$ cat config.mk
export PLATFORM = sky130hd
export DESIGN_NAME = vram_arbiter
export DESIGN_NICKNAME = d
export VERILOG_FILES = /design/src/rtl/vram_arbiter.sv
export SDC_FILE = /design/constraint.sdc
export NUM_CORES = 1
export LEC_CHECK = 0
export ABC_AREA = 1
export CAP_MARGIN = 10
export CORE_MARGIN = 4
export CORE_UTILIZATION = 35
export DETAILED_ROUTE_END_ITERATION = 8
export GPL_TIMING_DRIVEN = 0
export PLACE_DENSITY = 0.77
export SLEW_MARGIN = 40
export SYNTH_ARGS = -nofsm -noshare
export SYNTH_HDL_FRONTEND = slang
export SYNTH_SLANG_ARGS = --single-unit
$ cat constraint.sdc
create_clock -name clk -period 2.2 [get_ports clk]
set_clock_uncertainty 0.15 [all_clocks]
set_input_delay 0.66 -clock clk [delete_from_list [all_inputs] [get_ports clk]]
set_output_delay 0.66 -clock clk [all_outputs]
set_load 0.02 [all_outputs]
$ cat src/rtl/vram_arbiter.sv
// -----------------------------------------------------------------------------
// vram_arbiter
// Shares one single-port, synchronous-read video RAM between the VGA tile
// scan-out and the CPU data port. VGA fetches always win arbitration; CPU
// accesses use a ready/valid handshake with bounded latency.
//
// Ports:
//   clk, reset           system clock, synchronous active-high reset
//   vga_addr / vga_data  tile word address in, registered tile word out
//   cpu_req/we/addr/wdata  CPU request (ready/valid), write flag, address, data
//   cpu_ready            request accepted when cpu_req && cpu_ready
//   cpu_rdata/rvalid     read data with a one-cycle valid pulse
//   ram_addr/we/wdata    RAM request side
//   ram_rdata            RAM read data, valid the cycle after address issue
//
// Build option:
//   VRAM_WBUF_EN  adds a one-entry posted write buffer so CPU writes can be
//                 accepted in any state while the buffer is empty.
// -----------------------------------------------------------------------------
module vram_arbiter #(
  parameter int ADDR_W = 9,
  parameter int DATA_W = 32,
  parameter int DEPTH  = 300
) (
  input  logic              clk,
  input  logic              reset,
  input  logic [ADDR_W-1:0] vga_addr,
  output logic [DATA_W-1:0] vga_data,
  input  logic              cpu_req,
  input  logic              cpu_we,
  input  logic [ADDR_W-1:0] cpu_addr,
  input  logic [DATA_W-1:0] cpu_wdata,
  output logic              cpu_ready,
  output logic [DATA_W-1:0] cpu_rdata,
  output logic              cpu_rvalid,
  output logic [ADDR_W-1:0] ram_addr,
  output logic              ram_we,
  output logic [DATA_W-1:0] ram_wdata,
  input  logic [DATA_W-1:0] ram_rdata
);

  typedef enum logic [1:0] {
    IDLE   = 2'd0,
    VGA_RD = 2'd1,
    CPU_RD = 2'd2
  } state_e;

  localparam logic [ADDR_W:0] DEPTH_C = (ADDR_W+1)'(DEPTH);

  // Words at or beyond DEPTH are outside the tile map.
  function automatic logic in_range(input logic [ADDR_W-1:0] a);
    in_range = ({1'b0, a} < DEPTH_C);
  endfunction

  state_e              state_q, state_d;
  logic [ADDR_W-1:0]   last_vaddr_q, last_vaddr_d;
  logic                vga_force_q, vga_force_d;
  logic                vga_oor_q, vga_oor_d;
  logic                cpu_oor_q, cpu_oor_d;
  logic [DATA_W-1:0]   vga_data_q, vga_data_d;
  logic [DATA_W-1:0]   cpu_rdata_q, cpu_rdata_d;
  logic                cpu_rvalid_q, cpu_rvalid_d;

  logic vga_need_s, idle_s, issue_vga_s;
  logic wr_ok_s, rd_ok_s, wr_direct_s, rd_acc_s;

`ifdef VRAM_WBUF_EN
  logic              wb_valid_q, wb_valid_d;
  logic [ADDR_W-1:0] wb_addr_q, wb_addr_d;
  logic [DATA_W-1:0] wb_data_q, wb_data_d;
  logic              drain_s, wr_post_s;
`endif

  // Arbitration decisions shared by the next-state and output processes.
  always_comb begin
    vga_need_s  = vga_force_q || (vga_addr != last_vaddr_q);
    idle_s      = (state_q == IDLE) && !reset;
    issue_vga_s = idle_s && vga_need_s;
`ifdef VRAM_WBUF_EN
    // Reads wait for an empty buffer so they never overtake a posted write.
    rd_ok_s     = idle_s && !vga_need_s && !wb_valid_q;
    wr_ok_s     = !reset && !wb_valid_q;
    drain_s     = idle_s && !vga_need_s && wb_valid_q;
    // A write that can go straight to RAM bypasses the buffer.
    wr_direct_s = cpu_req && cpu_we && rd_ok_s;
    wr_post_s   = cpu_req && cpu_we && wr_ok_s && !rd_ok_s;
`else
    rd_ok_s     = idle_s && !vga_need_s;
    wr_ok_s     = idle_s && !vga_need_s;
    wr_direct_s = cpu_req && cpu_we && wr_ok_s;
`endif
    rd_acc_s    = cpu_req && !cpu_we && rd_ok_s;
  end

  // State and datapath registers.
  always_ff @(posedge clk) begin
    if (reset) begin
      state_q      <= IDLE;
      last_vaddr_q <= {ADDR_W{1'b0}};
      vga_force_q  <= 1'b1;
      vga_oor_q    <= 1'b0;
      cpu_oor_q    <= 1'b0;
      vga_data_q   <= {DATA_W{1'b0}};
      cpu_rdata_q  <= {DATA_W{1'b0}};
      cpu_rvalid_q <= 1'b0;
`ifdef VRAM_WBUF_EN
      wb_valid_q   <= 1'b0;
      wb_addr_q    <= {ADDR_W{1'b0}};
      wb_data_q    <= {DATA_W{1'b0}};
`endif
    end else begin
      state_q      <= state_d;
      last_vaddr_q <= last_vaddr_d;
      vga_force_q  <= vga_force_d;
      vga_oor_q    <= vga_oor_d;
      cpu_oor_q    <= cpu_oor_d;
      vga_data_q   <= vga_data_d;
      cpu_rdata_q  <= cpu_rdata_d;
      cpu_rvalid_q <= cpu_rvalid_d;
`ifdef VRAM_WBUF_EN
      wb_valid_q   <= wb_valid_d;
      wb_addr_q    <= wb_addr_d;
      wb_data_q    <= wb_data_d;
`endif
    end
  end

  // Next-state and next-register values.
  always_comb begin
    state_d      = state_q;
    last_vaddr_d = last_vaddr_q;
    vga_force_d  = vga_force_q;
    vga_oor_d    = vga_oor_q;
    cpu_oor_d    = cpu_oor_q;
    vga_data_d   = vga_data_q;
    cpu_rdata_d  = cpu_rdata_q;
    cpu_rvalid_d = 1'b0;
    case (state_q)
      IDLE: begin
        if (issue_vga_s) begin
          state_d      = VGA_RD;
          last_vaddr_d = vga_addr;
          vga_force_d  = 1'b0;
          vga_oor_d    = !in_range(vga_addr);
        end else if (rd_acc_s) begin
          state_d   = CPU_RD;
          cpu_oor_d = !in_range(cpu_addr);
        end else begin
          state_d = IDLE;
        end
      end
      VGA_RD: begin
        // A vga_addr change during this fetch is caught by the mismatch in IDLE.
        vga_data_d = vga_oor_q ? {DATA_W{1'b0}} : ram_rdata;
        state_d    = IDLE;
      end
      CPU_RD: begin
        cpu_rdata_d  = cpu_oor_q ? {DATA_W{1'b0}} : ram_rdata;
        cpu_rvalid_d = 1'b1;
        state_d      = IDLE;
      end
      default: begin
        state_d = IDLE;
      end
    endcase
`ifdef VRAM_WBUF_EN
    wb_valid_d = wb_valid_q;
    wb_addr_d  = wb_addr_q;
    wb_data_d  = wb_data_q;
    if (drain_s) begin
      wb_valid_d = 1'b0;
    end else if (wr_post_s) begin
      wb_valid_d = 1'b1;
      wb_addr_d  = cpu_addr;
      wb_data_d  = cpu_wdata;
    end else begin
      wb_valid_d = wb_valid_q;
    end
`endif
  end

  // RAM request and handshake outputs.
  always_comb begin
    ram_addr  = cpu_addr;
    ram_we    = 1'b0;
    ram_wdata = cpu_wdata;
    cpu_ready = cpu_we ? wr_ok_s : rd_ok_s;
    if (issue_vga_s) begin
      ram_addr = vga_addr;
`ifdef VRAM_WBUF_EN
    end else if (drain_s) begin
      ram_addr  = wb_addr_q;
      ram_we    = in_range(wb_addr_q);
      ram_wdata = wb_data_q;
`endif
    end else if (wr_direct_s) begin
      ram_we = in_range(cpu_addr);
    end else begin
      ram_we = 1'b0;
    end
  end

  assign vga_data   = vga_data_q;
  assign cpu_rdata  = cpu_rdata_q;
  assign cpu_rvalid = cpu_rvalid_q;

endmodule

Yosys cells after proc, flatten, opt, wreduce, memory -nomap -nowiden
Index checks and enable logic that the tools add are counted.
Cells by class
  bitwise operators: 2
  $lt $le $gt $ge: 2
  multiplexer cells: 8
  reduce and logical (&&, ||, !) cells: 18
  eq/ne operators: 3
Operator list (count)
  $mux W32: 2
  $lt A9 B9 Y1 const B: 2
  $mux W9: 1
  $ne A9 B9 Y1: 1
  $logic_and A1 B1 Y1: 7
  $logic_not A1 Y1: 5
  $mux W1: 4
  $reduce_and A3 Y1: 1
  $reduce_or A3 Y1: 1
  $eq A2 B1 Y1 const B: 1
  $eq A2 B2 Y1 const B: 1
  $logic_not A2 Y1: 1
  $mux W2: 1
  $not A1 Y1: 2
  $reduce_and A2 Y1: 1
  $reduce_or A2 Y1: 1
  $logic_or A1 B1 Y1: 1
Word-level totals
  bits in registers: 79

Depth between registers and ports, before layout
  depth in word-level cells: 7
  depth in mapped cells: 11
  mapped depth without buffers: 10

Worst setup path before layout
Ideal clock, no wire load.
  path type: input -> output
  from: input port vga_addr[1]
  to: output port ram_addr[5]
  buffers on the path: 0
  arrival: 1.771 ns
  slack: -0.381 ns
  stages: 10
  data required time: 1.390 ns
  cells stage by stage: inv_1 nand2_1 nand2_1 nor2_1 inv_1 nor2_2 nand2_2 nand2_4 inv_1 o21ai_0
Between the ends
  longest elaborated chain between the ends: 4
Ends and longest elaborated chain
  from (decl): line 27  | input logic [ADDR_W-1:0] vga_addr,
  $ne A9 B9 Y1: line 76  | vga_need_s = vga_force_q || (vga_addr != last_vaddr_q);
  $logic_or A1 B1 Y1: line 76
  $logic_and A1 B1 Y1: line 78  | issue_vga_s = idle_s && vga_need_s;
  $mux W9: line 188  | if (issue_vga_s) begin
  to (decl): line 36  | output logic [ADDR_W-1:0] ram_addr,
No other way between the ends.

Final worst setup path
  from: input port vga_addr[8]
  to: output port ram_addr[4]
The elaborated chain is that of the path after synthesis.

==> results.py <==
metrics = {
    "die": {
        "core_um2": 9420,
        "initial_core_util_pct": 36.6,
        "die_width_um": 107,
        "num_rows": 35,
        "die_area_um2": 11500,
        "die_h_um": 107,
        "io_pins": 194,
    },
    "worst_setup_path": {
        "crit_slowest_cell": "nor2_4",
        "worstPathArrival_ps": 1830,
        "r2r-end": "cpu_rdata[4]",
        "required_ps": 1390,
        "worstRegToRegCells": 6,
        "worstSetupEndpointType": "output pin",
        "critPathLaunchType": "input port",
        "rrSetupSlack_ps": 380,
        "critical_path_class": "in -> out",
        "max_stage_delay_ps": 120,
        "path_common_cell": "nand2_2",
        "worst_path_dominant_cell_family": "simple AND/OR/NAND/NOR gates",
        "critPathMaxFanout": 5,
        "crit_chain": "buf_8, nand2_1, nand2_2, nor2_4, inv_2, nor2_4, nand2_2, nand2_4, buf_12, buf_12, nand2_4, nand2_2, buf_6",
        "rr_startpoint": "state_q[1]",
        "critPathBufInv": 5,
    },
    "timing": {
        "hold_viol": 0,
        "period_minus_slack_ps": 2640,
        "finalSetupViolations": 11,
        "fmax_mhz": 379,
        "relSlewSlack_pct": 62.3,
        "fin_ws_ps": -439,
        "fin_crit_sh_pct": 120,
        "rsz0062_at_grt": "yes",
        "worst_slew_pin_slew_ps": 565,
        "final-max-slew-violation-count": 0,
        "tns_ps": -4060,
    },
    "logic_synthesis": {
        "synth_top_area_share_pct": 45.8,
        "netlist_area_um2": 3450,
        "synth.distinct_cells": 21,
        "synthTopCellsByArea": "dfxtp_1 46%, nand2_1 13%, a21oi_1 11%",
        "yosysSeqAreaShare_pct": 45.8,
        "syn_avg_cell_area_um2": 7.28,
        "yosysWarnings": 0,
        "syn_inst": 474,
        "syn-num-nets": 560,
        "synth_seq_cells": 79,
        "yosysTopAreaCell": "dfxtp_1",
    },
    "worst_hold_path": {
        "worstHoldStart": "vga_data[26]",
        "whs_endpoint": "vga_data[26]",
        "whs_path_depth": 2,
        "holdCritPathClass": "reg -> reg",
    },
    "route": {
        "drc_errors": 0,
        "drt_iter0_markers": 191,
        "drt.antenna.violating_nets": 0,
        "first_pass_iters": 5,
        "drt-total-wl_mm": 12.3,
        "vias": 3956,
        "wl_per_cell_um": 15.2,
        "viasPerCell": 4.90,
    },
    "global_route": {
        "grt_max_degree": 15,
        "grt_pass1_vias": 3901,
        "grt_pass1_wl_mm": 18.9,
        "antenna_found_initial": 0,
        "overflow": 0,
        "track_usage_pct": 20.4,
    },
    "placement": {
        "dp.final_hpwl_mm": 8.78,
        "dp_cells": 763,
        "place.gp.congestion": 0.838,
        "post_dp_cell_area_um2": 5310,
        "port_buffers": 160,
    },
    "power_and_ir_drop": {
        "power_density_nw_per_um2": 581,
        "netSwitchingFraction_pct": 27.9,
        "combPwrFrac_pct": 22.5,
        "total_leakage_power_nw": 2.37,
        "switchingPower_w": 0.000975,
        "seqPwrFrac_pct": 43.1,
        "peakVddDrop_uv": 375,
        "clkPwrFrac_pct": 34.4,
        "power.internal_w": 0.00252,
    },
    "cells_and_area": {
        "multi_input_area_um2": 1640,
        "final_nets": 759,
        "syn_to_final_growth_pct": 74.4,
        "n_antenna_cell": 0,
        "seq_area_um2": 1590,
        "final_area_um2": 6020,
        "fin_cells": 807,
        "fillers": 769,
        "drive_gt1_share_pct": 26.8,
    },
    "clock_tree": {
        "clkSinkCount": 79,
        "numCtsBuffers": 9,
        "clk-insertion-delay-late_ps": 340,
        "tritoncts": "built",
        "hold_buffers": 0,
        "clk_pin_slew_ps": 80,
        "cts_buffer_depth": 2,
        "htreeDepth": 3,
        "cts_root_buf": "clkbuf_8",
    },
    "run": {
        "drv_cap": 0,
    },
    "outcome": {
        "failed_checks": "negative setup slack",
        "status": "complete, but fails checks",
    },
}
-- power by group through the flow --
stage                     clock, W  sequential, W  combinational, W
after floorplan                  0        0.00158          0.000294
after global placement           0        0.00154          0.000651
after detailed placement         0        0.00154          0.000659
after CTS                  0.00122        0.00150          0.000738
after global routing       0.00127        0.00151          0.000838
final                      0.00120        0.00151          0.000786
-- layout by cell type, fill, tap and decap left out, types with 3 or more instances in the layout --
cell type	n
clkdlybuf4s50_1	133
nand2_1	85
a21oi_1	76
dfxtp_1	74
nand3_1	69
buf_4	57
nand2_2	26
clkbuf_1	22
inv_1	19
buf_6	17
nand2_4	13
clkbuf_8	10
nor2_4	8
inv_2	8
buf_12	7
nand3_2	7
nor2_1	5
buf_1	5
clkbuf_2	5
dfxtp_2	4
nand4_1	3
-- stage by stage --
| stage | setup slack [ps] | power (W) | util (%) | hold WS (ps) |
|---|---|---|---|---|
| 5_1_grt | -496 | 0.00362 | 63.9 | 338 |
| 2_1_floorplan | -121 | 0.00187 | - | 280 |
| 3_3_place_gp | -1530 | 0.00219 | 56.4 | 302 |
| 6_report | -439 | 0.00350 | 63.9 | 316 |
| 3_5_place_dp | -1550 | 0.00220 | 56.4 | 304 |
| 4_1_cts | -465 | 0.00346 | 62.0 | 318 |
-- kinds of logic after synthesis --
| family | synth area share (%) |
|---|---|
| and+or+nand+nor | 27.5 |
| buffers and inverters | 14.1 |
| xor gates and xnor gates | 0.508 |
| AOI/OAI and AO/OA | 12.1 |
| DFF | 45.8 |
-- worst register-to-register path: cells and delay by family (launching register included) --
kind	cells	cell delay, ps
buf+inv	3	600
simple gates	2	500
flops	1	380
compound gates	1	70
-- worst max-delay path by stage --
| stage | from | endpoint | slack, ps | cells past startpoint |
|---|---|---|---|---|
| 2_1_floorplan | vga_addr[2] | ram_addr[0] | -120 | 11 |
| 3_3_place_gp | vga_addr[2] | ram_addr[8] | -1530 | 13 |
| 3_5_place_dp | vga_addr[2] | ram_addr[2] | -1550 | 13 |
| 4_1_cts | vga_addr[8] | ram_addr[8] | -460 | 14 |
| 5_1_grt | vga_addr[8] | ram_addr[4] | -500 | 13 |
| 6_report | vga_addr[8] | ram_addr[4] | -440 | 13 |
-- state kept, by name, summed over array words and instances (netlist names) --
signal and cells:
cpu_oor_q 1, cpu_rdata 32, vga_oor_q 1, last_vaddr_q 9, vga_force_q 1, state_q 2, cpu_rvalid 1, vga_data 32
-- cell usage after synthesis --
library cell and instances:
nand2_2 3, a21oi_2 2, a21oi_1 76, nand2_4 1, buf_4 33, nor2_1 12
o21ai_0 4, xor2_1 1, nand3_1 76, dfxtp_1 79, clkbuf_1 22, nor3_2 1
xnor2_1 1, inv_2 2, buf_8 1, buf_2 1, nand2_1 120, nand4_1 3
nor2_2 2, buf_1 5, inv_1 29
-- layout make-up --
cell class                 count  share of cell area [%]
clock inverter                 6                    1.50
inverter                      31                    2.27
timing repair buffer         188                    31.1
tap                          129                    2.68
sequential                    79                    26.4
clock buffer                  10                    2.12
multi-input combinational    302                    27.3
buffer                        62                    6.55
-- routing by layer --
| metal | share of wire (%) | GRT usage, % | wire length, µm | vias to the layer above |
|---|---|---|---|---|
| met4 | 2.4 | 7.31 | 291 | 0 |
| met2 | 50 | 36.2 | 6180 | 172 |
| li1 | - | - | - | 1916 |
| met3 | 6.6 | 4.14 | 807 | 23 |
| met1 | 41 | 24.3 | 5020 | 1845 |
| met5 | 0 | 0 | 0 | - |
-- timing repair --
item	CTS	global route
cloned	1	0
endpoints found under the hold margin	0	0
setup buffers	21	8
setup endpoints to repair	20	12
gates resized for setup	149	66
pin swaps	14	20
No activity file was read; power rests on OpenSTA's default activity.
